===== src/rtl/alu_iterative.sv =====
// rtl/alu_iterative.sv - multi-cycle ALU with iterative SLL; define ALU_OVERFLOW_EN to enable the signed overflow flag
module alu_iterative #(
  parameter int WIDTH = 32
) (
  input  logic             clk,
  input  logic             rst_n,
  input  logic             start,
  input  logic [3:0]       ALUctr,
  input  logic [WIDTH-1:0] a,
  input  logic [WIDTH-1:0] b,
  input  logic [4:0]       shamt,
  output logic             busy,
  output logic             done,
  output logic [WIDTH-1:0] result,
  output logic             zero,
  output logic             illegal,
  output logic             overflow
);

  localparam logic [3:0] OP_AND  = 4'b0000;
  localparam logic [3:0] OP_OR   = 4'b0001;
  localparam logic [3:0] OP_ADD  = 4'b0010;
  localparam logic [3:0] OP_SUB  = 4'b0110;
  localparam logic [3:0] OP_SLT  = 4'b0111;
  localparam logic [3:0] OP_SLTU = 4'b0101;
  localparam logic [3:0] OP_SLL  = 4'b1000;

  typedef enum logic [1:0] {
    IDLE = 2'd0,
    BUSY = 2'd1,
    DONE = 2'd2
  } state_t;

  state_t           state_q, state_d;
  logic [WIDTH-1:0] a_q, a_d;
  logic [WIDTH-1:0] b_q, b_d;       // second operand; doubles as the SLL working value
  logic [3:0]       op_q, op_d;
  logic [4:0]       cnt_q, cnt_d;   // remaining single-bit SLL shifts
  logic [WIDTH-1:0] result_q, result_d;
  logic             zero_q, zero_d;
  logic             illegal_q, illegal_d;

  logic [WIDTH-1:0] sum;
  logic [WIDTH-1:0] diff;
  logic [WIDTH-1:0] alu_res;
  logic             alu_legal;
  logic [WIDTH-1:0] shl_val;

`ifdef ALU_OVERFLOW_EN
  logic             overflow_q, overflow_d;
  logic             alu_ovf;
`endif

  // Single-cycle datapath evaluated on the latched operands
  always_comb begin
    sum       = a_q + b_q;
    diff      = a_q - b_q;
    alu_res   = '0;
    alu_legal = 1'b1;
    case (op_q)
      OP_AND:  alu_res = a_q & b_q;
      OP_OR:   alu_res = a_q | b_q;
      OP_ADD:  alu_res = sum;
      OP_SUB:  alu_res = diff;
      OP_SLT:  alu_res = {{(WIDTH-1){1'b0}}, ($signed(a_q) < $signed(b_q))};
      OP_SLTU: alu_res = {{(WIDTH-1){1'b0}}, (a_q < b_q)};
      default: begin
        alu_res   = '0;
        alu_legal = 1'b0;
      end
    endcase
  end

`ifdef ALU_OVERFLOW_EN
  // Signed overflow: operand signs dictate whether the result sign may flip
  always_comb begin
    alu_ovf = 1'b0;
    if (op_q == OP_ADD)
      alu_ovf = (a_q[WIDTH-1] == b_q[WIDTH-1]) && (sum[WIDTH-1] != a_q[WIDTH-1]);
    else if (op_q == OP_SUB)
      alu_ovf = (a_q[WIDTH-1] != b_q[WIDTH-1]) && (diff[WIDTH-1] != a_q[WIDTH-1]);
  end
`endif

  // Next-state and datapath control for the IDLE/BUSY/DONE sequence
  always_comb begin
    state_d   = state_q;
    a_d       = a_q;
    b_d       = b_q;
    op_d      = op_q;
    cnt_d     = cnt_q;
    result_d  = result_q;
    zero_d    = zero_q;
    illegal_d = illegal_q;
    shl_val   = b_q << 1;
`ifdef ALU_OVERFLOW_EN
    overflow_d = overflow_q;
`endif
    case (state_q)
      IDLE: begin
        if (start) begin
          a_d     = a;
          b_d     = b;
          op_d    = ALUctr;
          cnt_d   = shamt;
          state_d = BUSY;
        end
      end
      BUSY: begin
        if (op_q == OP_SLL) begin
          if (cnt_q > 5'd1) begin
            b_d   = shl_val;
            cnt_d = cnt_q - 5'd1;
          end else begin
            // Last (or, for shamt=0, no) shift lands directly in the result
            result_d  = (cnt_q == 5'd1) ? shl_val : b_q;
            b_d       = result_d;
            cnt_d     = 5'd0;
            zero_d    = (result_d == '0);
            illegal_d = 1'b0;
`ifdef ALU_OVERFLOW_EN
            overflow_d = 1'b0;
`endif
            state_d   = DONE;
          end
        end else begin
          result_d  = alu_res;
          zero_d    = (alu_res == '0);
          illegal_d = ~alu_legal;
`ifdef ALU_OVERFLOW_EN
          overflow_d = alu_ovf;
`endif
          state_d   = DONE;
        end
      end
      DONE: begin
        state_d = IDLE;
      end
      default: begin
        state_d = IDLE;
      end
    endcase
  end

  // State, operand and result registers; reset aborts any operation in flight
  always_ff @(posedge clk or negedge rst_n) begin
    if (!rst_n) begin
      state_q   <= IDLE;
      a_q       <= '0;
      b_q       <= '0;
      op_q      <= 4'b0000;
      cnt_q     <= 5'd0;
      result_q  <= '0;
      zero_q    <= 1'b0;
      illegal_q <= 1'b0;
    end else begin
      state_q   <= state_d;
      a_q       <= a_d;
      b_q       <= b_d;
      op_q      <= op_d;
      cnt_q     <= cnt_d;
      result_q  <= result_d;
      zero_q    <= zero_d;
      illegal_q <= illegal_d;
    end
  end

`ifdef ALU_OVERFLOW_EN
  // Overflow flag register, present only when the feature is enabled
  always_ff @(posedge clk or negedge rst_n) begin
    if (!rst_n) overflow_q <= 1'b0;
    else        overflow_q <= overflow_d;
  end
  assign overflow = overflow_q;
`else
  assign overflow = 1'b0;
`endif

  assign busy    = (state_q != IDLE);
  assign done    = (state_q == DONE);
  assign result  = result_q;
  assign zero    = zero_q;
  assign illegal = illegal_q;

endmodule


===== config.mk =====
export PLATFORM = sky130hd
export DESIGN_NAME = alu_iterative
export DESIGN_NICKNAME = d
export VERILOG_FILES = /design/src/rtl/alu_iterative.sv
export SDC_FILE = /design/constraint.sdc
export NUM_CORES = 1
export LEC_CHECK = 0
export ABC_AREA = 0
export BUFFER_PORTS_ARGS = -buffer_cell sky130_fd_sc_hd__buf_4
export CORE_MARGIN = 4
export CORE_UTILIZATION = 55
export DETAILED_ROUTE_END_ITERATION = 12
export HOLD_SLACK_MARGIN = 0.08
export MAX_ROUTING_LAYER = met4
export PLACE_DENSITY = 0.75
export SETUP_SLACK_MARGIN = 0.15
export SYNTH_ARGS = -nofsm -noshare
export SYNTH_HDL_FRONTEND = slang
export SYNTH_SLANG_ARGS = --single-unit

===== constraint.sdc =====
create_clock -name clk -period 4.8 [get_ports clk]
set_input_delay 0.24 -clock clk [delete_from_list [all_inputs] [get_ports clk]]
set_output_delay 0.24 -clock clk [all_outputs]
set_load 0.05 [all_outputs]

==> flow_metrics.env, run 1 <==
export IMPL_ys_seq_elements=109
export IMPL_ios=113
export IMPL_grt_pass1_wl_mm=65.62
export IMPL_core_area_sq_um=18270
export IMPL_ys_top_cells_by_count="150 x nand2_1, 131 x a21oi_1, 125 x nor2_1, 124 x o21ai_0, 109 x dfrtp_1"
export IMPL_areaGrowthSynthToFinish_pct=15.77
export IMPL_synth_simple_gate_area_share_pct=18.91
export IMPL_post_cts_buffers=0
export IMPL_synthFlopType="dfrtp_1"
export IMPL_worst_clock_skew_ps=15.71
export IMPL_grt_pass1_vias=11060
export IMPL_grt_antenna_before_repair=0
export IMPL_htree_levels=3
export IMPL_dp_hpwl_mm=32.73
export IMPL_drc=0
export IMPL_finalHoldViolCount=0
export IMPL_synth_nets=1553
export IMPL_clockBufferDepth=2
export IMPL_whs_endpoint="a_q[17]$_DFFE_PN0P_"
export IMPL_synth_area_per_cell_sq_um=7.557
export IMPL_cts_sinks=109
export IMPL_netlist_area_leader_share_pct=26.27
export IMPL_dr_first_iter_drc_count=1312
export IMPL_tritoncts="built"
export IMPL_wl_per_cell_microns=25.14
export IMPL_layout_drive_gt1_share_pct=14.04
export IMPL_synth_fa_ha_area_share_pct=12.56
export IMPL_synth_top_family_by_area="compound AO/OA/AOI/OAI gates"
export IMPL_fin_tns_setup_ps=0
export IMPL_syn_inst=1374
export IMPL_synthTopCellsByArea="dfrtp_1 26%, ha_1 12%, a21oi_1 6.3%"
export IMPL_rows=49
export IMPL_io_buffers=111
export IMPL_hold_path_class="primary input to register"
export IMPL_ys_async_sr_fraction_pct=100.0
export IMPL_grt_start_max_net_pins=64
export IMPL_yosys_area_top_type="dfrtp_1"
export IMPL_critPathKind="register to register"
export IMPL_start_util_pct=56.83
export IMPL_cp_end_kind="register"
export IMPL_crit_fanout=7
export IMPL_root_buffer="clkbuf_16"
export IMPL_min_from="a[17]"
export IMPL_status="complete, no violations"
export IMPL_synth_cell_type_count=86
export IMPL_critical_path_arrival_ps=4680
export IMPL_max_freq_mhz=228.7
export IMPL_r2r_cells=13
export IMPL_die_area_sq_um=21140
export IMPL_insertion_delay_ps=380
export IMPL_routed_wl_mm=43.02
export IMPL_regToRegEndpoint="zero$_DFFE_PN0P_"
export IMPL_clk_pin_slew_ps=100
export IMPL_setup_viol=0
export IMPL_post_route_period_util_pct=91.11
export IMPL_yosysMostFrequentCell="nand2_1"
export IMPL_fin_nets=1656
export IMPL_gp_congestion=1.063
export IMPL_min_delay_path_depth=3
export IMPL_final_max_slew_viol_count=0
export IMPL_fillCellCount=1625
export IMPL_slew_headroom_pct=32.10
export IMPL_grt_total_usage_pct=40.79
export IMPL_reg2reg_from="b_q[0]$_DFFE_PN0P_"
export IMPL_diodes=0
export IMPL_syn_area_sq_um=10380
export IMPL_vias=11510
export IMPL_required_ps=5100
export IMPL_die_h_microns=145.4
export IMPL_die_width_microns=145.4
export IMPL_synth_compound_area_share_pct=30.81
export IMPL_crit_path_start_kind="register"
export IMPL_yosysWarnings=0
export IMPL_firstDrtPassIters=8
export IMPL_period_needed_ps=4373
export IMPL_synthMuxAreaShare_pct=1.892
export IMPL_tightest_slew_ps=1018
export IMPL_rrSetupSlack_ps=430
export IMPL_synth_edf_count=0
export IMPL_synth_xor_xnor_area_share_pct=1.771
export IMPL_cts_buffers=9
export IMPL_yosysSeqAreaShare_pct=26.27
export IMPL_rsz0062_at_grt="no"
export IMPL_viasPerCell=6.728
export IMPL_ant_nets=0
export IMPL_grt_overflow=0
export IMPL_cap_viol_max_count=0
-- area by class of cell --
class	count	area [sq um]	area share, %
Clock buffer	9	225.2	1.873
Clock inverter	7	96.34	0.8014
Inverter	106	397.9	3.310
Multi-Input combinational cell	1073	6894	57.35
Sequential cell	109	2728	22.69
Tap cell	229	286.5	2.383
Timing Repair Buffer	178	1394	11.59
-- worst max path at each step --
stage | start | end | slack (ps) | depth (start not counted)
after CTS | b_q[10]$_DFFE_PN0P_ | zero$_DFFE_PN0P_ | 430 | 12
final | b_q[0]$_DFFE_PN0P_ | zero$_DFFE_PN0P_ | 430 | 13
after floorplan | b_q[0]$_DFFE_PN0P_ | zero$_DFFE_PN0P_ | 1340 | 13
after global routing | b_q[0]$_DFFE_PN0P_ | zero$_DFFE_PN0P_ | 250 | 13
after global placement | b_q[10]$_DFFE_PN0P_ | zero$_DFFE_PN0P_ | 510 | 12
after detailed placement | b_q[10]$_DFFE_PN0P_ | zero$_DFFE_PN0P_ | 450 | 12
-- metal layers --
metal	up-vias	wire length (microns)	track usage, %
met4	0	2302	19.09
met1	5417	17230	53.57
met3	165	5110	10.43
met5	-	0	-
li1	5161	-	-
met2	768	18370	59.06
-- state kept, by name (all words and copies together) (netlist names) --
signal	cells
a_q	32
b_q	32
result	32
cnt_q	5
op_q	4
state_q	2
illegal	1
zero	1
-- repair_timing --
item | CTS | global route
hold buffers | 23 | 0
endpoints found under the hold margin | 84 | 0
setup endpoints to repair | 0 | 1
gates resized for setup | 0 | 2
-- layout by cell type, fill, tap and decap left out, types with 6 or more instances in the layout --
master         netlist  routed
o21bai_1            13      13
a22o_1               9       9
inv_1              103     103
nand3_1             25      25
a211oi_1            30      30
dfrtp_1            109     109
o31ai_1             15      15
and3_1               7       7
ha_1               101     101
o21ai_0            124     124
o221ai_1             6       6
nand2_1            150     150
buf_4                6     155
mux2i_1             14      14
nor2b_1             15      14
nor3_1              35      35
o311ai_0             7       7
nand2b_1             8       8
nand4_1             18      18
xnor2_1             18      18
o21a_1              11      11
a21oi_1            131     130
o211ai_1            18      18
o22ai_1             32      31
nor2_1             125     124
a221oi_1            10      10
a31oi_1             17      16
dlygate4sd3_1        0      23
nor4_1              17      16
clkbuf_16            0       9
a21o_1              10      10
-- worst max-delay path, cell delays in order, from the launching register on --
cell and delay, ps:
dfrtp_1 470, ha_1 290, fa_1 430, a21o_4 230, a221o_1 420, a211oi_1 290
a31oi_1 100, xnor2_1 190, a221oi_1 560, o211ai_1 190, nor4_2 370, nand4b_1 180
nor4_1 410, o2bb2ai_1 160
-- cells by family after synthesis --
| kind of cell | count (synthesis) |
|---|---|
| AOI/OAI and AO/OA | 499 |
| xor gates and xnor gates | 21 |
| adders and majority gates | 103 |
| buffers and inverters | 192 |
| DFF | 109 |
| muxes | 19 |
| other | 1 |
| and+or+nand+nor | 430 |
-- metrics by stage --
step	setup slack (ps)	hold WS (ps)	utilization [%]	cell area, sq um	cells
after global routing	250.9	90.53	65.80	12020	1711
after detailed placement	453.9	418.4	62.75	11460	1672
after global placement	507.9	399.0	62.75	11460	1672
after CTS	428.1	80.66	65.77	12020	1711
final	426.9	76.82	65.80	12020	1711
after floorplan	1345	-55.59	-	10380	1374
Power of run 1 is not shown: default switching activity piles up to over one toggle a cycle in this logic, so the estimate is an artifact.
==> run 2, diff against run 1 <==
Settings changed: ABC_AREA 0 to 1.
==> run 2 against run 1 <==
Net effect:
- area after synthesis up 12%
- final area up 7.7%
- die area up 12%
- final cell count up 35%
- via count up 20%
- worst setup slack better by 880 ps
- critical path depth up 5
- worst hold slack better by 37 ps
- routed wire length up 9.8%
- core utilization down 4.0 points
==> flow_metrics.env, run 2 <==
export IMPL_final_max_slew_viol_count=0
export IMPL_ys_async_sr_fraction_pct=100.0
export IMPL_layout_common_cells="555 x nand2_1, 330 x inv_1, 199 x nor2_1"
export IMPL_cts_sinks=109
export IMPL_routed_wl_mm=47.24
export IMPL_reg2reg_from="b_q[7]$_DFFE_PN0P_"
export IMPL_cp_end_kind="register"
export IMPL_tightest_slew_ps=1064
export IMPL_yosys_area_top_type="dfrtp_1"
export IMPL_yosysWarnings=0
export IMPL_setup_viol=0
export IMPL_dr_first_iter_drc_count=1653
export IMPL_ys_seq_elements=109
export IMPL_crit_fanout=9
export IMPL_synthFlopType="dfrtp_1"
export IMPL_synth_nets=2138
export IMPL_yosysMostFrequentCell="nand2_1"
export IMPL_synth_cell_type_count=42
export IMPL_insertion_delay_ps=370
export IMPL_die_width_microns=153.6
export IMPL_post_route_period_util_pct=72.82
export IMPL_fin_area_sq_um=12940
export IMPL_startpoint="b_q[7]$_DFFE_PN0P_"
export IMPL_synth_edf_count=0
export IMPL_drc=0
export IMPL_synthTopCellsByArea="dfrtp_1 23%, nand2_1 18%, ha_1 11%"
export IMPL_grt_start_max_net_pins=74
export IMPL_viasPerCell=6.007
export IMPL_diodes=0
export IMPL_firstDrtPassIters=9
export IMPL_ios=113
export IMPL_grt_total_usage_pct=40.23
export IMPL_status="complete, no violations"
export IMPL_finalHoldViolCount=0
export IMPL_worst_clock_skew_ps=18.98
export IMPL_vias=13830
export IMPL_min_from="a[29]"
export IMPL_rsz0062_at_grt="no"
export IMPL_start_util_pct=55.65
export IMPL_crit_path_start_kind="register"
export IMPL_areaGrowthSynthToFinish_pct=11.00
export IMPL_critical_path_arrival_ps=3780
export IMPL_hold_path_class="primary input to register"
export IMPL_ant_nets=0
export IMPL_placed_area_sq_um=12630
export IMPL_final_common_cell="nand2_1"
export IMPL_max_freq_mhz=286.1
export IMPL_whs_ps=114.2
export IMPL_dp_hpwl_mm=37.93
export IMPL_syn_area_sq_um=11660
export IMPL_synth_area_per_cell_sq_um=5.953
export IMPL_fin_nets=2202
export IMPL_grt_antenna_before_repair=0
export IMPL_root_buffer="clkbuf_16"
export IMPL_core_area_sq_um=20960
export IMPL_syn_inst=1959
export IMPL_layout_drive_gt1_share_pct=8.383
export IMPL_required_ps=5080
export IMPL_gp_congestion=1.001
export IMPL_netlist_area_leader_share_pct=23.39
export IMPL_cap_viol_max_count=0
export IMPL_die_h_microns=153.6
export IMPL_slew_headroom_pct=28.87
export IMPL_htree_levels=3
export IMPL_tritoncts="built"
export IMPL_critPathKind="register to register"
export IMPL_grt_overflow=0
export IMPL_ys_top_cells_by_count="557 x nand2_1, 330 x inv_1, 201 x nor2_1, 157 x nand3_1, 154 x a21oi_1"
export IMPL_yosysSeqAreaShare_pct=23.39
export IMPL_die_area_sq_um=23600
export IMPL_fin_tns_setup_ps=0
export IMPL_io_buffers=111
export IMPL_cts_buffers=9
export IMPL_grt_pass1_vias=12880
export IMPL_grt_pass1_wl_mm=72.70
export IMPL_clockBufferDepth=2
export IMPL_rows=53
export IMPL_wl_per_cell_microns=20.51
export IMPL_clk_pin_slew_ps=90
export IMPL_period_needed_ps=3495
## run 2: final timing paths
| check | to | slack (ps) | depth (start not counted) |
|---|---|---|---|
| setup reg to reg | zero$_DFFE_PN0P_ | 1300 | 18 |
| hold reg to reg | result[27]$_DFFE_PN0P_ | 490 | 2 |
| max in group asynchronous | b_q[11]$_DFFE_PN0P_ | 3080 | 3 |
| min in group asynchronous | a_q[29]$_DFFE_PN0P_ | 450 | 2 |
| hold / removal | a_q[29]$_DFFE_PN0P_ | 110 | 3 |
| setup / recovery | zero$_DFFE_PN0P_ | 1300 | 18 |
## run 2: area by class of cell
type	instances	area, sq um
Multi-Input combinational cell	1441	7376
Clock inverter	6	62.56
Fill cell	1947	8011
Tap cell	275	344.1
Timing Repair Buffer	122	918.4
Inverter	340	1276
Sequential cell	109	2728
Clock buffer	10	239.0
## run 2: critical path, stage by stage, from the launching register on
cell and delay, ps:
dfrtp_1 500, inv_1 150, ha_1 540, nand2_1 190, nor2_1 300, nand2_1 160
inv_1 70, nand2_1 60, nand2_1 150, nand2_1 70, nand3_1 90, nand2_1 60
nor2_1 370, nand2_1 110, nor2_1 100, nand2_1 130, nor2_1 140, nand3_1 70
a21oi_1 130
## run 2: what timing repair did
item | in CTS | in global routing
endpoints found under the hold margin | 57 | 0
resized for setup | 0 | 0
buffers inserted | 0 | 0
hold buffers | 1 | 0
## run 2: logic make-up (layout without fill, tap and decap cells)
family,Yosys count,in the layout,share of synthesized area [%]
flops,109,109,23.39
xor+xnor,3,3,0.2254
buf+inv,409,478,13.53
other cells,1,1,0.03216
compound gates,342,342,16.32
fa+ha+maj,103,103,11.18
simple gates,992,992,35.32
## run 2: stage by stage
step	cells	setup slack (ps)	util [%]
after floorplan	1959	2486	-
after global placement	2286	1630	60.28
after detailed placement	2286	1588	60.28
after CTS	2303	1509	61.77
after global routing	2303	1188	61.77
final	2303	1305	61.77
## run 2: per-layer routing
layer / GRT usage, % / wire length, microns / part of all wire, % / up-vias
li1: - / - / - / 6351
met3: 7.487 / 6003 / 13 / 141
met1: 56.67 / 19630 / 42 / 6331
met5: - / 0 / 0 / -
met2: 58.97 / 19930 / 42 / 1011
met4: 12.49 / 1685 / 3.6 / 0
Power of run 2 is left out for the same reason.
==> run 3, diff against run 2 <==
Settings changed: ABC_AREA 1 to 0, PLACE_DENSITY 0.75 to 0.78.
Clock period 4.8 ns to 2.9 ns, I/O delays scaled along.
==> run 3 against run 2 <==
Net effect:
- the run now ends with negative setup slack left
- count of clock-buffer cells in the layout decreased by 1
- worst setup slack got worse by 2200 ps
- critical path depth decreased by 2
- highest routed layer unchanged
==> flow_metrics.env, run 3 (same netlist as run 1, synthesis figures left out) <==
export IMPL_areaGrowthSynthToFinish_pct=54.54
export IMPL_htree_levels=3
export IMPL_critical_path_arrival_ps=4090
export IMPL_die_h_microns=145.4
export IMPL_wl_per_cell_microns=26.35
export IMPL_fin_nets=2019
export IMPL_final_max_slew_viol_count=0
export IMPL_period_needed_ps=3783
export IMPL_max_freq_mhz=264.3
export IMPL_dr_first_iter_drc_count=2550
export IMPL_viasPerCell=6.941
export IMPL_cts_buffers=9
export IMPL_hold_path_class="primary input to register"
export IMPL_grt_antenna_before_repair=1
export IMPL_cap_viol_max_count=0
export IMPL_cts_sinks=109
export IMPL_final_common_cell="buf_4"
export IMPL_required_ps=3210
export IMPL_die_area_sq_um=21140
export IMPL_whs_ps=69.74
export IMPL_fillCellCount=958
export IMPL_clockBufferDepth=2
export IMPL_slew_headroom_pct=42.09
export IMPL_critPathKind="register to register"
export IMPL_grt_total_usage_pct=48.07
export IMPL_drc=0
export IMPL_rrSetupSlack_ps=-880
export IMPL_start_util_pct=56.83
export IMPL_root_buffer="clkbuf_16"
export IMPL_worstSetupEndpoint="zero$_DFFE_PN0P_"
export IMPL_setup_viol=25
export IMPL_rsz0062_at_grt="yes"
export IMPL_grt_overflow=0
export IMPL_dp_hpwl_mm=37.02
export IMPL_crit_fanout=2
export IMPL_r2r_cells=16
export IMPL_firstDrtPassIters=9
export IMPL_tritoncts="built"
export IMPL_routed_wl_mm=54.67
export IMPL_die_width_microns=145.4
export IMPL_rows=49
export IMPL_post_route_period_util_pct=130.4
export IMPL_clk_pin_slew_ps=100
export IMPL_ant_nets=0
export IMPL_reg2reg_from="a_q[0]$_DFFE_PN0P_"
export IMPL_ios=113
export IMPL_tightest_slew_ps=866.5
export IMPL_layout_setup_ws_ps=-882.9
export IMPL_cp_end_kind="register"
export IMPL_insertion_delay_ps=390
export IMPL_failed_checks="negative setup slack"
export IMPL_crit_path_start_kind="register"
export IMPL_layout_common_cells="475 x buf_4, 146 x nand2_1, 122 x nor2_1"
export IMPL_worst_clock_skew_ps=13.37
export IMPL_startpoint="a_q[0]$_DFFE_PN0P_"
export IMPL_grt_pass1_wl_mm=77.70
export IMPL_vias=14400
export IMPL_core_area_sq_um=18270
export IMPL_layout_drive_gt1_share_pct=39.40
export IMPL_io_buffers=111
export IMPL_regToRegEndpoint="zero$_DFFE_PN0P_"
export IMPL_finalHoldViolCount=0
export IMPL_status="complete, but fails checks"
export IMPL_post_place_ws_ps=-904.2
export IMPL_gp_congestion=1.166
export IMPL_grt_pass1_vias=13570
export IMPL_grt_start_max_net_pins=71
export IMPL_fin_tns_setup_ps=-9568
-- run 3: cell types whose count changed in the layout (fill, tap and decap cells not counted), moves of 19 or more --
cell and change:
nor2_1 -77, dlygate4sd3_1 +40, buf_4 +354, a21oi_2 +21, nand3_1 -136, inv_1 -249
buf_6 +20, a21oi_1 -51, nand2_1 -409, ha_1 -19
-- run 3: how the worst min path moves through the flow --
stage / start / to / cells past startpoint
2_1_floorplan: rst_n / a_q[0]$_DFFE_PN0P_ / 0
3_3_place_gp: rst_n / a_q[17]$_DFFE_PN0P_ / 1
3_5_place_dp: rst_n / a_q[17]$_DFFE_PN0P_ / 1
4_1_cts: shamt[0] / cnt_q[0]$_DFFE_PN0P_ / 3
5_1_grt: b[1] / b_q[1]$_DFFE_PN0P_ / 3
6_report: b[1] / b_q[1]$_DFFE_PN0P_ / 3
-- run 3: metal layers --
metal	global-route usage, %	vias up	wire length [microns]
met5	-	-	0
met2	71.61	1441	22820
li1	-	5899	-
met4	27.78	0	5126
met3	13.45	515	7909
met1	58.52	6547	18810
-- run 3: critical path, stage by stage, from the launching register on --
cell       delay [ps]
dfrtp_1           510
inv_2             140
ha_4              150
buf_4             110
o21bai_4           60
o211ai_1          300
buf_4             190
a21oi_2            70
or4_4             480
o21a_4            230
a22oi_2           160
xnor2_1            90
a221oi_1          310
buf_4             210
nand3_1           190
nor4_2            330
o2bb2ai_1         160
-- run 3: repair_timing --
item,4_1_cts,5_1_grt
gates resized for setup,123,116
setup endpoints to repair,24,29
hold buffers,41,0
buffers inserted,14,22
hold endpoints to repair,77,0
pin swaps,37,57
-- run 3: layout make-up --
| class | instances | area, sq um | share of cell area, % |
|---|---|---|---|
| clock inverters | 7 | 86.33 | 0.5380 |
| flip-flops and latches | 109 | 2734 | 17.04 |
| inverters | 106 | 400.4 | 2.495 |
| well taps | 229 | 286.5 | 1.786 |
| repair buffers | 541 | 4302 | 26.81 |
| clock buffers | 9 | 225.2 | 1.404 |
| diodes | 1 | 2.502 | 0.01559 |
| multi-input cells | 1073 | 8010 | 49.92 |
-- run 3: through the flow --
stage               cells  util [%]  cell area [sq um]
floorplan            1374         -              10550
global placement     1981     76.50              13980
detailed placement   1981     76.50              13980
CTS                  2052     83.87              15320
global route         2075     87.83              16050
finish               2075     87.83              16050
Power of run 3 is left out for the same reason.
